==> src/rtl/pipe_stage_reg_pkg.sv <==
// pipeline_pkg: shared state and occupancy encodings for the elastic stage registers
// (EX/MEM now, later ID/EX and MEM/WB).
//   stage_state_t : EMPTY (no entries), ONE (main slot only), FULL (main + skid)
//   OCC_*         : occupancy_o encodings
//   occ_of()      : occupancy held in a given state
package pipeline_pkg;
    typedef enum logic [1:0] {EMPTY, ONE, FULL} stage_state_t;
    localparam logic [1:0] OCC_EMPTY = 2'd0;
    localparam logic [1:0] OCC_ONE   = 2'd1;
    localparam logic [1:0] OCC_FULL  = 2'd2;
    function automatic logic [1:0] occ_of(stage_state_t s);
        return s == FULL ? OCC_FULL : s == ONE ? OCC_ONE : OCC_EMPTY;
    endfunction
endpackage

==> src/rtl/pipe_stage_reg_if.sv <==
// pipe_stage_reg_if: handshake and payload bundle of one elastic pipeline stage.
//   upstream   : flush_i, valid_i, ready_o, data_i, rd_i, ctrl_i
//   downstream : valid_o, ready_i, data_o, rd_o, ctrl_o
//   status     : occupancy_o
//   slave  modport = the stage itself, master modport = the surrounding pipeline.
interface pipe_stage_reg_if #(
    parameter int DATA_WIDTH     = 32,
    parameter int NUM_DATA       = 4,
    parameter int REGISTER_WIDTH = 5,
    parameter int CTRL_WIDTH     = 6
);
    logic                           flush_i;
    logic                           valid_i;
    logic                           ready_o;
    logic [NUM_DATA*DATA_WIDTH-1:0] data_i;
    logic [REGISTER_WIDTH-1:0]      rd_i;
    logic [CTRL_WIDTH-1:0]          ctrl_i;
    logic                           valid_o;
    logic                           ready_i;
    logic [NUM_DATA*DATA_WIDTH-1:0] data_o;
    logic [REGISTER_WIDTH-1:0]      rd_o;
    logic [CTRL_WIDTH-1:0]          ctrl_o;
    logic [1:0]                     occupancy_o;

    modport slave (
        input  flush_i, valid_i, data_i, rd_i, ctrl_i, ready_i,
        output ready_o, valid_o, data_o, rd_o, ctrl_o, occupancy_o
    );
    modport master (
        output flush_i, valid_i, data_i, rd_i, ctrl_i, ready_i,
        input  ready_o, valid_o, data_o, rd_o, ctrl_o, occupancy_o
    );
endinterface

==> src/rtl/pipe_stage_reg_slot.sv <==
// pipe_slot: enable-loaded payload register {data, rd, ctrl} with async active-low reset.
//   clk, rst_ni : clock, asynchronous active-low reset
//   ld, d       : load enable and next payload
//   clr         : zero the slot (only when CLEAR is set; otherwise the payload is held)
//   q           : stored payload
module pipe_slot #(
    parameter int W     = 1,
    parameter bit CLEAR = 1'b1
) (
    input  logic         clk,
    input  logic         rst_ni,
    input  logic         ld,
    input  logic         clr,
    input  logic [W-1:0] d,
    output logic [W-1:0] q
);
    always_ff @(posedge clk or negedge rst_ni)
        if (!rst_ni)           q <= '0;
        else if (CLEAR && clr) q <= '0;
        else if (ld)           q <= d;
endmodule

==> src/rtl/pipe_stage_reg.sv <==
// pipe_stage_reg: elastic pipeline register with a two-entry skid buffer, flush and occupancy.
//   clk, rst_ni : clock, asynchronous active-low reset
//   bus (slave) : upstream valid/ready + payload, downstream valid/ready + payload,
//                 synchronous flush_i and occupancy_o
module pipe_stage_reg
    import pipeline_pkg::*;
#(
    parameter int DATA_WIDTH     = 32,
    parameter int NUM_DATA       = 4,
    parameter int REGISTER_WIDTH = 5,
    parameter int CTRL_WIDTH     = 6,
    parameter bit CLEAR_PAYLOAD  = 1'b1
) (
    input logic            clk,
    input logic            rst_ni,
    pipe_stage_reg_if.slave bus
);
    localparam int DW = NUM_DATA * DATA_WIDTH;
    localparam int W  = DW + REGISTER_WIDTH + CTRL_WIDTH;

    stage_state_t          state_q, state_d;
    logic                  valid_q, ready_q;
    logic [1:0]            occ_q;
    logic                  in_fire, out_fire;
    logic                  main_ld, main_from_skid, main_clr, skid_ld, skid_clr;
    logic [W-1:0]          in_pl, main_d, main_q, skid_q;
    logic [CTRL_WIDTH-1:0] ctrl_q;

    assign in_fire  = bus.valid_i & ready_q;
    assign out_fire = valid_q & bus.ready_i;
    assign in_pl    = {bus.data_i, bus.rd_i, bus.ctrl_i};
    assign main_d   = main_from_skid ? skid_q : in_pl;

    always_comb begin
        state_d        = state_q;
        main_ld        = 1'b0;
        main_from_skid = 1'b0;
        main_clr       = 1'b0;
        skid_ld        = 1'b0;
        skid_clr       = 1'b0;
        if (bus.flush_i) begin
            state_d  = EMPTY;
            main_clr = 1'b1;
            skid_clr = 1'b1;
        end else begin
            case (state_q)
                EMPTY: if (in_fire) begin
                    main_ld = 1'b1;
                    state_d = ONE;
                end
                ONE: if (in_fire && out_fire) begin
                    main_ld = 1'b1;
                end else if (in_fire) begin
                    skid_ld = 1'b1;
                    state_d = FULL;
                end else if (out_fire) begin
                    main_clr = 1'b1;
                    state_d  = EMPTY;
                end
                FULL: if (out_fire) begin
                    main_ld        = 1'b1;
                    main_from_skid = 1'b1;
                    skid_clr       = 1'b1;
                    state_d        = ONE;
                end
                default: state_d = EMPTY;
            endcase
        end
    end

    // Status outputs are registered from the next state so they leave the stage straight from flops.
    always_ff @(posedge clk or negedge rst_ni)
        if (!rst_ni) begin
            state_q <= EMPTY;
            valid_q <= 1'b0;
            ready_q <= 1'b1;
            occ_q   <= OCC_EMPTY;
        end else begin
            state_q <= state_d;
            valid_q <= state_d != EMPTY;
            ready_q <= state_d != FULL;
            occ_q   <= occ_of(state_d);
        end

    pipe_slot #(.W(W), .CLEAR(CLEAR_PAYLOAD)) u_main (
        .clk(clk), .rst_ni(rst_ni), .ld(main_ld), .clr(main_clr), .d(main_d), .q(main_q)
    );

    pipe_slot #(.W(W), .CLEAR(CLEAR_PAYLOAD)) u_skid (
        .clk(clk), .rst_ni(rst_ni), .ld(skid_ld), .clr(skid_clr), .d(in_pl), .q(skid_q)
    );

    assign ctrl_q          = main_q[CTRL_WIDTH-1:0];
    assign bus.data_o      = main_q[W-1 -: DW];
    assign bus.rd_o        = main_q[CTRL_WIDTH +: REGISTER_WIDTH];
    // Bubbles never carry live control bits, even when stale payload is held.
    assign bus.ctrl_o      = ctrl_q & {CTRL_WIDTH{valid_q}};
    assign bus.valid_o     = valid_q;
    assign bus.ready_o     = ready_q;
    assign bus.occupancy_o = occ_q;
endmodule

==> src/flat_wrapper.sv <==
// flat-port wrapper written by rule: the top's interface ports become plain ports
module pipe_stage_reg_flat import pipeline_pkg::*;
#(
    parameter int DATA_WIDTH     = 32,
    parameter int NUM_DATA       = 4,
    parameter int REGISTER_WIDTH = 5,
    parameter int CTRL_WIDTH     = 6,
    parameter bit CLEAR_PAYLOAD  = 1'b1
)
  (clk, rst_ni, bus_flush_i, bus_valid_i, bus_data_i, bus_rd_i, bus_ctrl_i, bus_ready_i, bus_ready_o, bus_valid_o, bus_data_o, bus_rd_o, bus_ctrl_o, bus_occupancy_o);
  pipe_stage_reg_if #(.DATA_WIDTH(DATA_WIDTH), .NUM_DATA(NUM_DATA), .REGISTER_WIDTH(REGISTER_WIDTH), .CTRL_WIDTH(CTRL_WIDTH)) bus_i ();
  input logic clk;
  input logic rst_ni;
  input wire logic [$bits(bus_i.flush_i)-1:0] bus_flush_i;
  input wire logic [$bits(bus_i.valid_i)-1:0] bus_valid_i;
  input wire logic [$bits(bus_i.data_i)-1:0] bus_data_i;
  input wire logic [$bits(bus_i.rd_i)-1:0] bus_rd_i;
  input wire logic [$bits(bus_i.ctrl_i)-1:0] bus_ctrl_i;
  input wire logic [$bits(bus_i.ready_i)-1:0] bus_ready_i;
  output wire logic [$bits(bus_i.ready_o)-1:0] bus_ready_o;
  output wire logic [$bits(bus_i.valid_o)-1:0] bus_valid_o;
  output wire logic [$bits(bus_i.data_o)-1:0] bus_data_o;
  output wire logic [$bits(bus_i.rd_o)-1:0] bus_rd_o;
  output wire logic [$bits(bus_i.ctrl_o)-1:0] bus_ctrl_o;
  output wire logic [$bits(bus_i.occupancy_o)-1:0] bus_occupancy_o;
  assign bus_i.flush_i = bus_flush_i;
  assign bus_i.valid_i = bus_valid_i;
  assign bus_i.data_i = bus_data_i;
  assign bus_i.rd_i = bus_rd_i;
  assign bus_i.ctrl_i = bus_ctrl_i;
  assign bus_i.ready_i = bus_ready_i;
  assign bus_ready_o = bus_i.ready_o;
  assign bus_valid_o = bus_i.valid_o;
  assign bus_data_o = bus_i.data_o;
  assign bus_rd_o = bus_i.rd_o;
  assign bus_ctrl_o = bus_i.ctrl_o;
  assign bus_occupancy_o = bus_i.occupancy_o;
  pipe_stage_reg #(.DATA_WIDTH(DATA_WIDTH), .NUM_DATA(NUM_DATA), .REGISTER_WIDTH(REGISTER_WIDTH), .CTRL_WIDTH(CTRL_WIDTH), .CLEAR_PAYLOAD(CLEAR_PAYLOAD)) u_core (.clk(clk), .rst_ni(rst_ni), .bus(bus_i));
endmodule
==> config.mk <==
export PLATFORM = sky130hd
export DESIGN_NAME = pipe_stage_reg_flat
export DESIGN_NICKNAME = d
export VERILOG_FILES = /design/src/rtl/pipe_stage_reg_pkg.sv /design/src/rtl/pipe_stage_reg_if.sv /design/src/rtl/pipe_stage_reg_slot.sv /design/src/rtl/pipe_stage_reg.sv /design/src/flat_wrapper.sv
export SDC_FILE = /design/constraint.sdc
export NUM_CORES = 1
export LEC_CHECK = 0
export BUFFER_PORTS_ARGS = -buffer_cell sky130_fd_sc_hd__buf_2
export CAP_MARGIN = 20
export CORE_UTILIZATION = 40
export DETAILED_ROUTE_END_ITERATION = 8
export SKIP_CTS_REPAIR_TIMING = 1
export SLEW_MARGIN = 5
export SYNTH_ARGS = -nofsm -noshare
export SYNTH_HDL_FRONTEND = slang
export SYNTH_SLANG_ARGS = --single-unit
==> constraint.sdc <==
create_clock -name clk -period 2.8 [get_ports clk]
set_input_delay 0.56 -clock clk [delete_from_list [all_inputs] [get_ports clk]]
set_output_delay 0.56 -clock clk [all_outputs]
set_load 0.02 [all_outputs]
==> run summary <==
maximum VDD drop -> 0.000425 V
Final Core Density -> 0.471
Post-Synth XOR/XNOR Area -> 0.000706
Cells after Synth -> 957
Adder-Cell Fraction of Synth Area -> 0
arrival time of the worst setup path -> 1.47 ns
setup TNS -> 0 ns
min Tclk post-route -> 2.03 ns
total CTS buffers -> 31
CTS tree -> done
H-tree Lvls -> 1
hold crit path type -> input port to flip-flop
io pins -> 287
worst-margin pin slew -> 0.777 ns
placed cell areas -> 13300 um^2
Clk Latency, worst-skew pair -> 0.55 ns
period utilization -> 0.723
clk_skew -> 0.0101 ns
Die H -> 178 um
endpoints failing hold -> 0
CTS sink cnt -> 284
Slew headroom -> 0.482
First-pass DRT Iterations -> 5
Port Buffer Count -> 286
met2 wire len -> 14.4 mm
status -> finished clean
Peak Freq -> 494 MHz
mean post-synth cell area -> 13.0 um^2
root buffer cell -> clkbuf_16
post-route design area -> 14400 um^2
max cap viols -> 0
Worst setup SP type -> flip-flop
Clk pin slew, worst setup/hold paths -> 0.06 ns
area growth from synthesis to layout -> 16.0%
compound-cell area share of the yosys netlist -> 0.216
placer congestion estimate -> 0.720
pwr dens -> 727 nW/um^2
Leak Pwr -> 7.00 nW
Core ar. -> 30500 um^2
DIE AREA -> 31700 um^2
Mapped Area -> 12400 um^2
Power, Total -> 10.5 mW
DRC viols -> 0
dominant cells by area after synthesis -> dfrtp_1 57%, a221o_1 11%, a22o_1 9.8%
Final #Nets -> 1220
top sig layer -> met5
Met1 Wirelength -> 14.1 mm
Slew Viols, Final -> 0
Warnings, synthesis -> 0
Setup CP Type -> flip-flop to output port
Synth area leader -> dfrtp_1
CP required -> 2.24 ns
Yosys cell types -> 27
Final HPWL DP -> 17.8 mm
Synth Area in Simple Gates -> 0.0934
die width -> 178 um
final antenna-violating net count -> 0
grt total ovfl -> 0
vias in the first global route -> 8770
crit path capture type -> output port
Initial Util -> 0.406
maximum clock path buffer count -> 3
largest family of logic cells by synthesized area -> compound AO/OA/AOI/OAI gates
final setup violation count -> 0
Layout fillers -> 2732
Rows -> 64
WL met3 -> 2.54 mm
most common cell after layout, fill and taps aside -> buf_2
1st-iter DRT viols -> 585
initial antenna violation count -> 3
FF+latch area -> 7110 um^2
most frequent cells in the layout -> 284 x buf_2, 283 x dfrtp_1, 139 x a22o_1, 139 x nor3b_1, 139 x a221o_1
Yosys reg bits -> 284
share of the yosys chip area belonging to registers -> 0.573
vias per inst -> 5.72
gr usage total -> 0.195
post-synthesis mux area share -> 0.000807
first-pass GRT wire length -> 49.2 mm
RSZ-0062 raised after global routing -> false
syn nets -> 1101
final wirelength -> 31.5 mm
DR WL/cell -> 21.0 um
post-synth top area share -> 0.571
largest net degree at the start of global routing -> 140
area of the multi-input gates -> 3890 um^2
Worst Path Max Fanout -> 11
layout cell share with drive strength beyond 1 -> 0.335
Hold Slack -> 0.240 ns
Vias -> 8574
==> cells in the mapped netlist <==
| cell | number |
|---|---|
| a21oi_1 | 1 |
| dfrtp_1 | 283 |
| mux2i_1 | 1 |
| nand3_1 | 1 |
| a21boi_1 | 1 |
| o21bai_1 | 1 |
| and2_1 | 8 |
| xor2_1 | 1 |
| a22o_1 | 139 |
| a211o_1 | 2 |
| clkbuf_1 | 33 |
| nand4b_1 | 2 |
| o31ai_1 | 2 |
| a211oi_2 | 1 |
| buf_1 | 4 |
| nor3_2 | 1 |
| dfstp_2 | 1 |
| inv_1 | 3 |
| a221o_1 | 139 |
| and4bb_1 | 1 |
| buf_2 | 56 |
| nor3b_1 | 139 |
| nand2b_1 | 1 |
| nor3_1 | 1 |
| o211a_1 | 1 |
| buf_4 | 133 |
| nand3b_1 | 1 |
==> kinds of logic after synthesis <==
family | count (synthesis)
multiplexers | 1
AO/OA/AOI/OAI | 287
flip-flops | 284
XOR/XNOR | 1
buffers and inverters | 229
AND/OR/NAND/NOR | 155
==> state kept, by name, indices dropped and copies added (netlist names) <==
name / count
u_core.bus.valid_o: 1
u_core.u_skid.q: 139
u_core.u_main.q: 139
u_core.bus.ready_o: 1
u_core.state_q: 2
u_core.bus.occupancy_o: 2
==> layer usage <==
metal,up-vias,track usage
li1,3806,-
met1,4442,0.275
met2,289,0.302
met3,35,0.0473
met4,2,0.0402
met5,-,0
==> power breakdown <==
group / leakage [nW] / internal [mW] / switching, mW
sequential: 3.87 / 4.43 / 0.179
clock: 0.542 / 2.67 / 1.68
combinational: 2.59 / 0.559 / 0.936
==> final cells by class <==
type	instances	share of cell area
clock buffer	42	0.0617
sequential	284	0.494
timing repair buffer	312	0.123
multi-input combinational	444	0.270
tap	396	0.0345
antenna	3	0.000522
clock inverter	15	0.0151
inverter	3	0.000783
==> stage by stage <==
step | setup WS (ns) | cells
after CTS | 0.743 | 1495
after detailed placement | 0.725 | 1438
final | 0.775 | 1499
after global routing | 0.687 | 1497
after global placement | 0.767 | 1438
after floorplan | 1.08 | 957
==> critical path, stage by stage (launching register included) <==
cell	delay [ns]
dfrtp_1	0.54
and2_1	0.20
buf_2	0.18
==> final timing paths <==
check	from	endpoint	slack, ns	cells past startpoint
worst min register to register	u_core.u_skid.q[37]	u_core.u_skid.q[37]	0.49	1
min in group asynchronous	rst_ni	u_core.u_main.q[130]	0.53	2
worst max-delay path	u_core.bus.valid_o	bus_ctrl_o[0]	0.77	2
worst max register to register	u_core.bus.valid_o	u_core.u_main.q[98]	0.81	4
worst min-delay path	bus_data_i[118]	u_core.u_skid.q[129]	0.24	2
max in group asynchronous	rst_ni	u_core.u_skid.q[68]	1.40	4
Note: power is estimated with default switching activity, not from simulation.
